$ cat src/rtl/rotate_mask_halfword_pipe.sv
// Four-stage halfword right-shift unit for rothm / rotmah / rothmi / rotmahi.
// Each of the eight 16-bit lanes is shifted right by its own count.
// The count is the low five bits of the negated shift operand.
// Logical forms fill with zeros. Algebraic forms fill with the lane sign bit.
//
// Handshake: in_valid and out_valid qualify their cycle only. There is no
// ready signal in either direction: an instruction is accepted on every edge
// where in_valid = 1 and flush = 0, and its result is presented for exactly
// one cycle with out_valid = 1, LATENCY edges later, in issue order.
// register_RT and out_rt_tag keep the last presented result while
// out_valid = 0.
module rotate_mask_halfword_pipe #(
  parameter int LATENCY = 4,
  parameter int TAG_W   = 7
) (
  input  logic               clk,
  input  logic               reset,
  input  logic               in_valid,
  input  logic [1:0]         op,
  input  logic [127:0]       register_RA,
  input  logic [127:0]       register_RB,
  input  logic [6:0]         imm7,
  input  logic [TAG_W-1:0]   rt_tag,
  input  logic               flush,
  output logic               out_valid,
  output logic [TAG_W-1:0]   out_rt_tag,
  output logic [127:0]       register_RT
);

  // The stage split below is hard-wired to four register stages.
  if (LATENCY != 4) begin : g_latency_check
    $error("rotate_mask_halfword_pipe is built for LATENCY = 4 only");
  end

  // ---------------------------------------------------------------------------
  // Issue-side count and fill decode
  // ---------------------------------------------------------------------------
  // Only the low five bits of each negation are used as a shift count.
  logic [127:0] rb_neg;
  logic [15:0]  imm_neg;
  logic [39:0]  cnt_d;
  logic [7:0]   fill_d;
  logic         unused_neg;

  // The immediate is sign-extended to 16 bits before it is negated.
  assign imm_neg    = 16'h0000 - {{9{imm7[6]}}, imm7};
  assign unused_neg = ^{rb_neg, imm_neg};

  // Per-lane count: the immediate applies to every lane in op 10/11.
  // A lane's fill bit is set only for algebraic forms with a negative lane.
  always_comb begin
    rb_neg = '0;
    cnt_d  = '0;
    fill_d = '0;
    for (int h = 0; h < 8; h++) begin
      rb_neg[16*h +: 16] = 16'h0000 - register_RB[16*h +: 16];
      cnt_d[5*h +: 5]    = op[1] ? imm_neg[4:0] : rb_neg[16*h +: 5];
      fill_d[h]          = op[0] & register_RA[16*h + 15];
    end
  end

  // ---------------------------------------------------------------------------
  // Stage 1: operands, counts, fill bits
  // ---------------------------------------------------------------------------
  logic               s1_valid;
  logic [127:0]       s1_ra;
  logic [39:0]        s1_cnt;
  logic [7:0]         s1_fill;
  logic [TAG_W-1:0]   s1_tag;

  // Stage 1 valid: flush and reset both squash the instruction issued this edge.
  always_ff @(posedge clk) begin
    if (reset) begin
      s1_valid <= 1'b0;
    end else begin
      s1_valid <= in_valid & ~flush;
    end
  end

  // Stage 1 data loads only for an issued instruction.
  always_ff @(posedge clk) begin
    if (in_valid) begin
      s1_ra   <= register_RA;
      s1_cnt  <= cnt_d;
      s1_fill <= fill_d;
      s1_tag  <= rt_tag;
    end
  end

  // ---------------------------------------------------------------------------
  // Stage 2: coarse shift (saturate at 16, else shift by 8)
  // ---------------------------------------------------------------------------
  logic [127:0] coarse_d;
  logic [23:0]  fine_cnt_d;

  // Count bit 4 means 16 or more, so the whole lane becomes fill.
  // Bit 3 moves the upper byte down. The low three count bits go forward.
  always_comb begin
    coarse_d   = '0;
    fine_cnt_d = '0;
    for (int h = 0; h < 8; h++) begin
      if (s1_cnt[5*h + 4]) begin
        coarse_d[16*h +: 16] = {16{s1_fill[h]}};
      end else if (s1_cnt[5*h + 3]) begin
        coarse_d[16*h +: 16] = {{8{s1_fill[h]}}, s1_ra[16*h + 8 +: 8]};
      end else begin
        coarse_d[16*h +: 16] = s1_ra[16*h +: 16];
      end
      fine_cnt_d[3*h +: 3] = s1_cnt[5*h +: 3];
    end
  end

  logic               s2_valid;
  logic [127:0]       s2_data;
  logic [23:0]        s2_fine;
  logic [7:0]         s2_fill;
  logic [TAG_W-1:0]   s2_tag;

  // Stage 2 valid advances from stage 1 unless it is squashed.
  always_ff @(posedge clk) begin
    if (reset) begin
      s2_valid <= 1'b0;
    end else begin
      s2_valid <= s1_valid & ~flush;
    end
  end

  // Stage 2 data loads only when stage 1 holds a valid instruction.
  always_ff @(posedge clk) begin
    if (s1_valid) begin
      s2_data <= coarse_d;
      s2_fine <= fine_cnt_d;
      s2_fill <= s1_fill;
      s2_tag  <= s1_tag;
    end
  end

  // ---------------------------------------------------------------------------
  // Stage 3: fine shift (by 1, then 2, then 4)
  // ---------------------------------------------------------------------------
  logic [127:0] step1_d;
  logic [127:0] step2_d;
  logic [127:0] fine_d;

  // Three conditional shifts per lane, each filling from the lane's own fill bit.
  // A saturated lane is already all fill, so further shifting leaves it unchanged.
  always_comb begin
    step1_d = '0;
    step2_d = '0;
    fine_d  = '0;
    for (int h = 0; h < 8; h++) begin
      step1_d[16*h +: 16] = s2_fine[3*h]
                          ? {s2_fill[h], s2_data[16*h + 1 +: 15]}
                          : s2_data[16*h +: 16];
      step2_d[16*h +: 16] = s2_fine[3*h + 1]
                          ? {{2{s2_fill[h]}}, step1_d[16*h + 2 +: 14]}
                          : step1_d[16*h +: 16];
      fine_d[16*h +: 16]  = s2_fine[3*h + 2]
                          ? {{4{s2_fill[h]}}, step2_d[16*h + 4 +: 12]}
                          : step2_d[16*h +: 16];
    end
  end

  logic               s3_valid;
  logic [127:0]       s3_data;
  logic [TAG_W-1:0]   s3_tag;

  // Stage 3 valid advances from stage 2 unless it is squashed.
  always_ff @(posedge clk) begin
    if (reset) begin
      s3_valid <= 1'b0;
    end else begin
      s3_valid <= s2_valid & ~flush;
    end
  end

  // Stage 3 data loads only when stage 2 holds a valid instruction.
  always_ff @(posedge clk) begin
    if (s2_valid) begin
      s3_data <= fine_d;
      s3_tag  <= s2_tag;
    end
  end

  // ---------------------------------------------------------------------------
  // Stage 4: output register
  // ---------------------------------------------------------------------------
  // A result squashed by flush is never presented, so the outputs keep the
  // previous result. Reset clears both valid and the visible result.
  always_ff @(posedge clk) begin
    if (reset) begin
      out_valid   <= 1'b0;
      out_rt_tag  <= '0;
      register_RT <= '0;
    end else begin
      out_valid <= s3_valid & ~flush;
      if (s3_valid && !flush) begin
        out_rt_tag  <= s3_tag;
        register_RT <= s3_data;
      end
    end
  end

endmodule
$ cat config.mk
export PLATFORM = sky130hd
export DESIGN_NAME = rotate_mask_halfword_pipe
export DESIGN_NICKNAME = d
export VERILOG_FILES = /design/src/rtl/rotate_mask_halfword_pipe.sv
export SDC_FILE = /design/constraint.sdc
export NUM_CORES = 1
export LEC_CHECK = 0
export CORE_MARGIN = 4
export CORE_UTILIZATION = 24
export DETAILED_ROUTE_END_ITERATION = 8
export MAX_ROUTING_LAYER = met4
export PLACE_DENSITY = 0.53
export SYNTH_ARGS = -nofsm -noshare
export SYNTH_HDL_FRONTEND = slang
export SYNTH_SLANG_ARGS = --single-unit
$ cat constraint.sdc
create_clock -name clk -period 4.7 [get_ports clk]
set_input_delay 0.94 -clock clk [delete_from_list [all_inputs] [get_ports clk]]
set_output_delay 0.94 -clock clk [all_outputs]
set_load 0.01 [all_outputs]
[Word-level counts from Yosys, hierarchy flattened]
Cells that the tools add are included.
Word-level totals
  register bits: 624
  bits in latches: 0
  memory bits (writable): 0
  memory bits (read-only): 0
  input port bits: 276
  output and inout bits: 136
  word-level logic and storage cells: 88
  memories: 0
Cells by class
  $add $sub $neg: 9
  $mul: 0
  div/mod/pow operators: 0
  magnitude comparators: 0
  equality and inequality tests: 0
  shifts and indexed selects: 0
  muxes and demuxes: 48
  bitwise gates (word level): 13
  reduce and logical (&&, ||, !) cells: 2
Operator list (count)
  2-to-1 mux 16 bit: 40
  subtractor 1 x 5 -> 5 bit, first input constant: 9
  2-to-1 mux 5 bit: 8
  bitwise AND 1 bit: 12
  logical AND 1 bit: 1
  zero test 1 bit: 1
  inverter 1 bit: 1

[Longest topological paths before layout]
Gate-level depths: netlist of run 1.
  word-level depth: 3
  mapped depth: 6
  depth with buffers taken out: 5

[Worst setup path after synthesis of run 1]
No wires, ideal clock.
  path kind: reg-to-reg
  from: register s1_valid
  to: register s2_data[0] (enable)
  library setup time: 0.543 ns
  data arrival time: 3.941 ns
  required time: 4.157 ns
  slack: 0.216 ns
  stages on the path, launching flop included: 1
  path buffers: 0
  period minus slack after synthesis: 4.484 ns
  cell sequence: dfxtp_1
RTL lines
  from (decl): RTL line 65  | logic s1_valid;
  from (signal assigned): RTL line 76  | s1_valid <= in_valid & ~flush;
  to (signal assigned): RTL line 131  | s2_data <= coarse_d;
  to (decl): RTL line 114  | logic [127:0] s2_data;
No word-level cell between the ends.

[Worst setup path in the final report of run 1]
  from: register register_RT[91]
  to: output register_RT[91]
RTL lines
  from (decl): RTL line 27  | output logic [127:0] register_RT
  from (signal assigned): RTL line 199  | register_RT <= s3_data;
No word-level cell between the ends.

==> qor.txt, run 1 <==
Status = completed
Longest Clk Path Bufs = 3
Via count = 18,293
Cells on worst reg2reg path = 3
Area delta synth->final = 24.4%
Worst Max-Slew Pin Slew = 1.00 ns
Synthesized flop and latch total = 624
Met3 WL = 5990 um
Simple-Gate Fraction of Synth Area = 12.4%
Area share of xor/xnor cells in the synthesized design = 0.785%
CP Max Fanout = 2
Reg2reg setup slack = 2.56 ns
Combinational family with the most area after synthesis = simple AND/OR/NAND/NOR gates
CP cell instances = clkdlybuf4s50_1
Final wirelength = 75,000 um
Via-to-Cell Ratio = 4.41
Antenna violations before repair = 30
Largest net degree at the start of global routing = 121
Post-synthesis mux area share = 8.87%
Critical path buffers and inverters = 1
Compound-gate portion of the synthesized area = 11.3%
Setup crit end kind = primary output
DRT Pass-1 Iters = 5
Crit path max-delay family = buffers and inverters
CTS H-tree depth = 3
Fin area = 34,700 sq um
GRT Util Overall = 12.4%
Rows = 124
Worst-path clk slew = 0.06 ns
Routed wire per std cell = 18.1 um
Capturing point of the worst reg2reg path = s3_data[88]
Max_slew headroom = 33.3%
# hold bufs at CTS = 0
GP Congestion = 0.844
Setup Crit Path Kind = reg2out
DRC = 0
Leading cell type in the layout, fill and taps excluded = edfxtp_1
Post-synthesis adder-cell area fraction = 0.404%
Lkg Pwr = 11.6 nW
Slowest cell on the critical path = clkdlybuf4s50_1
Dpl cell area = 32,200 sq um
Pre-CTS setup slack = 1.52 ns
Postcts setup bufs = 0
Most frequent cells in the layout = edfxtp_1, nand2_1, clkdlybuf4s50_1, a21oi_1, dfxtp_1
Uppermost layer routed = met4
Post-layout min period = 2.58 ns
CTS tree = yes
Core Area = 115,000 sq um
Final Util = 30.2%
Syn avg cell area = 12.2 sq um
Final Max Tran Viols = 0
Worst-Skew Late Latency = 0.65 ns
Post-DRT Antenna Nets = 0
Asr flop ratio synth = 0%
Final setup margin = 2.12 ns
Final setup violation count = 0
Type of origin of the critical path = register
Root Buffer = clkbuf_16
Setup repair after global routing missed its margin = false
DP Wirelength = 53,000 um
Vias in the first global route = 17,942
Met2 wire length = 33,700 um
# resized after CTS = 0
Post-synth EDFFs = 485
Die span in y = 349 um
Post-synth cell types = 40
DRT iter0 DRCs = 1,126
CTS Buf Count = 76
Worst Skew = 0.0339 ns
Port Buffers = 321
Wire length of the first global-routing pass = 112,000 um
TNS Setup = 0 ns
Mapped cell area = 27,900 sq um
Die W = 349 um
Post-layout nets = 2,836
Stages on worst setup path = 1
Data required, critical path = 3.76 ns
I/O Pins = 412
Max-cap violations = 0
Crit share post-route = 54.8%
Worst vdd ir = 217 uV
Max incr delay on CP = 0.66 ns
Max Freq = 0.388 GHz
Sink Count = 624
Die area = 122,000 sq um
Worst path arrival time = 1.64 ns
Total grt overflow = 0
Pwr per Cell Area = 385 nW/um^2
Synth Instances = 2,276
Prevailing post-synth register cell = edfxtp_1
Hold Path Sink = s2_tag[6]
Syn nets = 2,561
Crit Reg-Reg Startpoint = s2_fine[16]
Design Power = 0.0133 W
HP Class = reg2reg
Final hold viol count = 0
WHS Path Cells = 0
Register area share after synthesis = 62.2%
Startpoint of the worst hold path = s1_tag[6]
WL met1 = 33,800 um
Starting Density = 24.3%
Synth warn = 0
Layout cells sized above 1 = 11.2%
[per-stage QoR]
| step | hold slack (ns) | std cells |
|---|---|---|
| 2_1_floorplan | 0.400 | 2276 |
| 3_3_place_gp | 0.400 | 3985 |
| 3_5_place_dp | 0.405 | 3985 |
| 4_1_cts | 0.418 | 4126 |
| 5_1_grt | 0.423 | 4148 |
| 6_report | 0.415 | 4149 |
[sequential cells by signal, indices dropped and copies added, names as in the netlist, 7 cells and up]
name and count:
out_rt_tag 7, register_RT 128, s1_cnt 40, s1_fill 8, s1_ra 128, s1_tag 7, s2_data 128, s2_fill 8
s2_fine 24, s2_tag 7, s3_data 128, s3_tag 7
[logic make-up (layout without fill, tap and decap cells)]
kind of cell             count (synthesis)  after routing
AND/OR/NAND/NOR                        765            765
flip-flops                             624            624
AO/OA/AOI/OAI                          472            472
multiplexers                           209            209
buffers and inverters                  172            510
XOR/XNOR                                25             25
adder cells (fa/ha/maj)                  9              9
other                                    0             23
[layer usage]
layer	global-route usage, %	up-vias
li1	-	8986
met1	15.6	8741
met2	19.1	462
met3	4.23	104
met4	3.10	0
met5	-	-
[where the power goes]
group	switching (W)	internal, W
clock network	0.00242	0.00332
registers	0.000280	0.00628
logic	0.000512	0.000533
[final cells by class]
class	count	area [sq um]
Clock inverter	44	398
Inverter	34	128
Sequential cell	624	17400
Tap cell	1512	1890
Antenna cell	23	57.6
Multi-Input combinational cell	1480	9410
Clock buffer	97	2070
Timing Repair Buffer	335	3390
Fill cell	11752	80100
[worst max path at each step]
stage	from	end	slack (ns)
5_1_grt	register_RT[91]	register_RT[91]	1.97
3_3_place_gp	imm7[0]	s1_cnt[18]	1.57
6_report	register_RT[91]	register_RT[91]	2.12
2_1_floorplan	s1_valid	s2_data[0]	0.22
3_5_place_dp	imm7[0]	s1_cnt[28]	1.52
4_1_cts	register_RT[91]	register_RT[91]	2.02
[Yosys cell counts (28+ instances only)]
cell type	n	area, sq um
nor2b_1	113	707
o21ai_0	54	270
a221o_1	32	320
edfxtp_1	485	14600
inv_1	34	128
clkbuf_1	28	105
buf_6	40	450
mux2i_1	96	961
o22ai_1	64	400
dfxtp_1	139	2780
a211oi_1	80	601
a21oi_1	151	756
mux2_2	81	912
nand2_1	442	1660
a221oi_1	33	289
nor2_1	98	368
buf_2	38	190
Note: power is estimated with default switching activity, not from simulation.
==> run 2, diff against run 1 <==
- clock period: 4.7 -> 2.2 ns (I/O delays scaled with it)
==> run 2 against run 1 <==
  * Hold slack worse by 0.20 ns
  * Sequential power up 110%
  * Flip-flop and latch count did not move
  * Core utilization grew 0.70 points
  * Global-route usage increased by 0.26 points
  * Critical path depth stayed put
  * Clock skew up 0.0033 ns
  * Via count increased by 1.5%
==> qor.txt, run 2 (same netlist as run 1, synthesis figures left out) <==
GRT Util Overall = 12.6% (was 12.4%)
Final wirelength = 76,500 um (was 75,000 um)
Critical path buffers and inverters = 1 (unchanged)
Area delta synth->final = 27.3% (was 24.4%)
Post-DRT Antenna Nets = 0 (unchanged)
Largest net degree at the start of global routing = 94 (was 121)
Worst vdd ir = 500 uV (was 217 uV)
Post-layout min period = 2.06 ns
Lkg Pwr = 12.1 nW (was 11.6 nW)
Setup crit end kind = primary output (unchanged)
Sink Count = 624 (unchanged)
DRC = 0 (unchanged)
Rows = 124 (unchanged)
Max Freq = 0.485 GHz
Post-layout nets = 2,906 (was 2,836)
CTS Buf Count = 77 (was 76)
Data required, critical path = 1.76 ns (was 3.76 ns)
Wire length of the first global-routing pass = 114,000 um (was 112,000 um)
Via count = 18,573 (was 18,293)
Leading cell type in the layout, fill and taps excluded = edfxtp_1 (unchanged)
Vias in the first global route = 18,406 (was 17,942)
Pwr per Cell Area = 821 nW/um^2 (was 385 nW/um^2)
Port Buffers = 321 (unchanged)
Longest Clk Path Bufs = 3 (unchanged)
Die area = 122,000 sq um (unchanged)
Worst path arrival time = 1.62 ns (was 1.64 ns)
Max_slew headroom = 50.3% (was 33.3%)
I/O Pins = 412 (unchanged)
Final setup violation count = 0 (unchanged)
Worst Skew = 0.0372 ns (was 0.0339 ns)
Final hold viol count = 0 (unchanged)
Status = completed (unchanged)
Setup Crit Path Kind = reg2out (unchanged)
Worst-Skew Late Latency = 0.64 ns (was 0.65 ns)
Via-to-Cell Ratio = 4.40 (was 4.41)
Fillers = 11,620 (was 11,752)
TNS Setup = 0 ns (unchanged)
Root Buffer = clkbuf_16 (unchanged)
# resized after CTS = 0 (unchanged)
DRT iter0 DRCs = 1,048 (was 1,126)
Total grt overflow = 0 (unchanged)
Layout cells sized above 1 = 13.5% (was 11.2%)
Slowest cell on the critical path = clkdlybuf4s50_1 (unchanged)
GP Congestion = 0.886 (was 0.844)
Starting Density = 24.3% (unchanged)
Antenna violations before repair = 28 (was 30)
Final Max Tran Viols = 0 (unchanged)
Core Area = 115,000 sq um (unchanged)
Type of origin of the critical path = register (unchanged)
Setup repair after global routing missed its margin = false (unchanged)
CP Max Fanout = 2 (unchanged)
Die span in y = 349 um (unchanged)
Crit path max-delay family = buffers and inverters (unchanged)
CTS tree = yes (unchanged)
Worst-path clk slew = 0.06 ns (about the same)
Crit share post-route = 93.8%
Most frequent cells in the layout = edfxtp_1, nand2_1, clkdlybuf4s50_1, a21oi_1, dfxtp_1 (unchanged)
DP Wirelength = 56,000 um (was 53,000 um)
CTS H-tree depth = 3 (unchanged)
Max incr delay on CP = 0.58 ns (was 0.66 ns)
DRT Pass-1 Iters = 5 (unchanged)
HP Class = in2reg (was reg2reg)
Worst Max-Slew Pin Slew = 0.737 ns (was 1.00 ns)
Die W = 349 um (unchanged)
Reg area = 17,400 sq um (unchanged)
Final Util = 30.9% (was 30.2%)
Multi-input gate area in the final layout = 9410 sq um (unchanged)
Max-cap violations = 0 (unchanged)
Routed wire per std cell = 18.1 um (about the same)
CP cell instances = clkdlybuf4s50_1 (unchanged)
[run 2: per-stage QoR]
stage	instances	instance area (sq um)	hold slack, ns	power [W]	setup slack [ns]
final	4219	35500	0.218	0.0291	0.137
after floorplan	2276	27900	0.400	0.0155	0.379
after detailed placement	4053	32900	0.405	0.0167	-0.0481
after global routing	4216	35500	0.203	0.0304	0.0625
after global placement	4053	32900	0.402	0.0167	-0.0795
after CTS	4196	35400	0.177	0.0297	0.0781
[run 2: what timing repair did]
item	CTS	global route
hold buffers	1	0
hold endpoints to repair	2	0
setup buffers	0	0
[run 2: layer usage]
layer  part of all wire (%)  global-route usage [%]  wire length [um]  vias up
met2                     45                    19.5             34800      509
met4                    2.0                    3.90              1540        0
met5                      0                       -                 0        -
li1                       -                       -                 -     9089
met1                     45                    16.2             34200     8870
met3                    7.8                    3.40              5960      105
[run 2: path summary, 6_finish.rpt]
kind | start | endpoint | depth (start not counted) | slack (ns)
worst min-delay path | in_valid | s1_ra[43] | 1 | 0.22
worst max register to register | s2_fine[7] | s3_data[37] | 4 | 0.33
worst max-delay path | register_RT[43] | register_RT[43] | 1 | 0.14
worst min register to register | s1_cnt[10] | s2_fine[6] | 0 | 0.41
[run 2: final cells by class]
| cell class | count | area share [%] |
|---|---|---|
| Timing Repair Buffer | 404 | 11.5 |
| Multi-Input combinational cell | 1480 | 26.5 |
| Clock inverter | 36 | 0.994 |
| Sequential cell | 624 | 48.9 |
| Inverter | 34 | 0.360 |
| Tap cell | 1512 | 5.33 |
| Clock buffer | 106 | 6.26 |
| Antenna cell | 23 | 0.162 |
[run 2: report_power, final]
| part | switching, W | leakage (nW) | internal, W |
|---|---|---|---|
| combinational | 0.00119 | 5.14 | 0.00124 |
| clock | 0.00504 | 1.27 | 0.00770 |
| sequential | 0.000554 | 5.66 | 0.0134 |
| total | 0.00679 | 12.1 | 0.0223 |
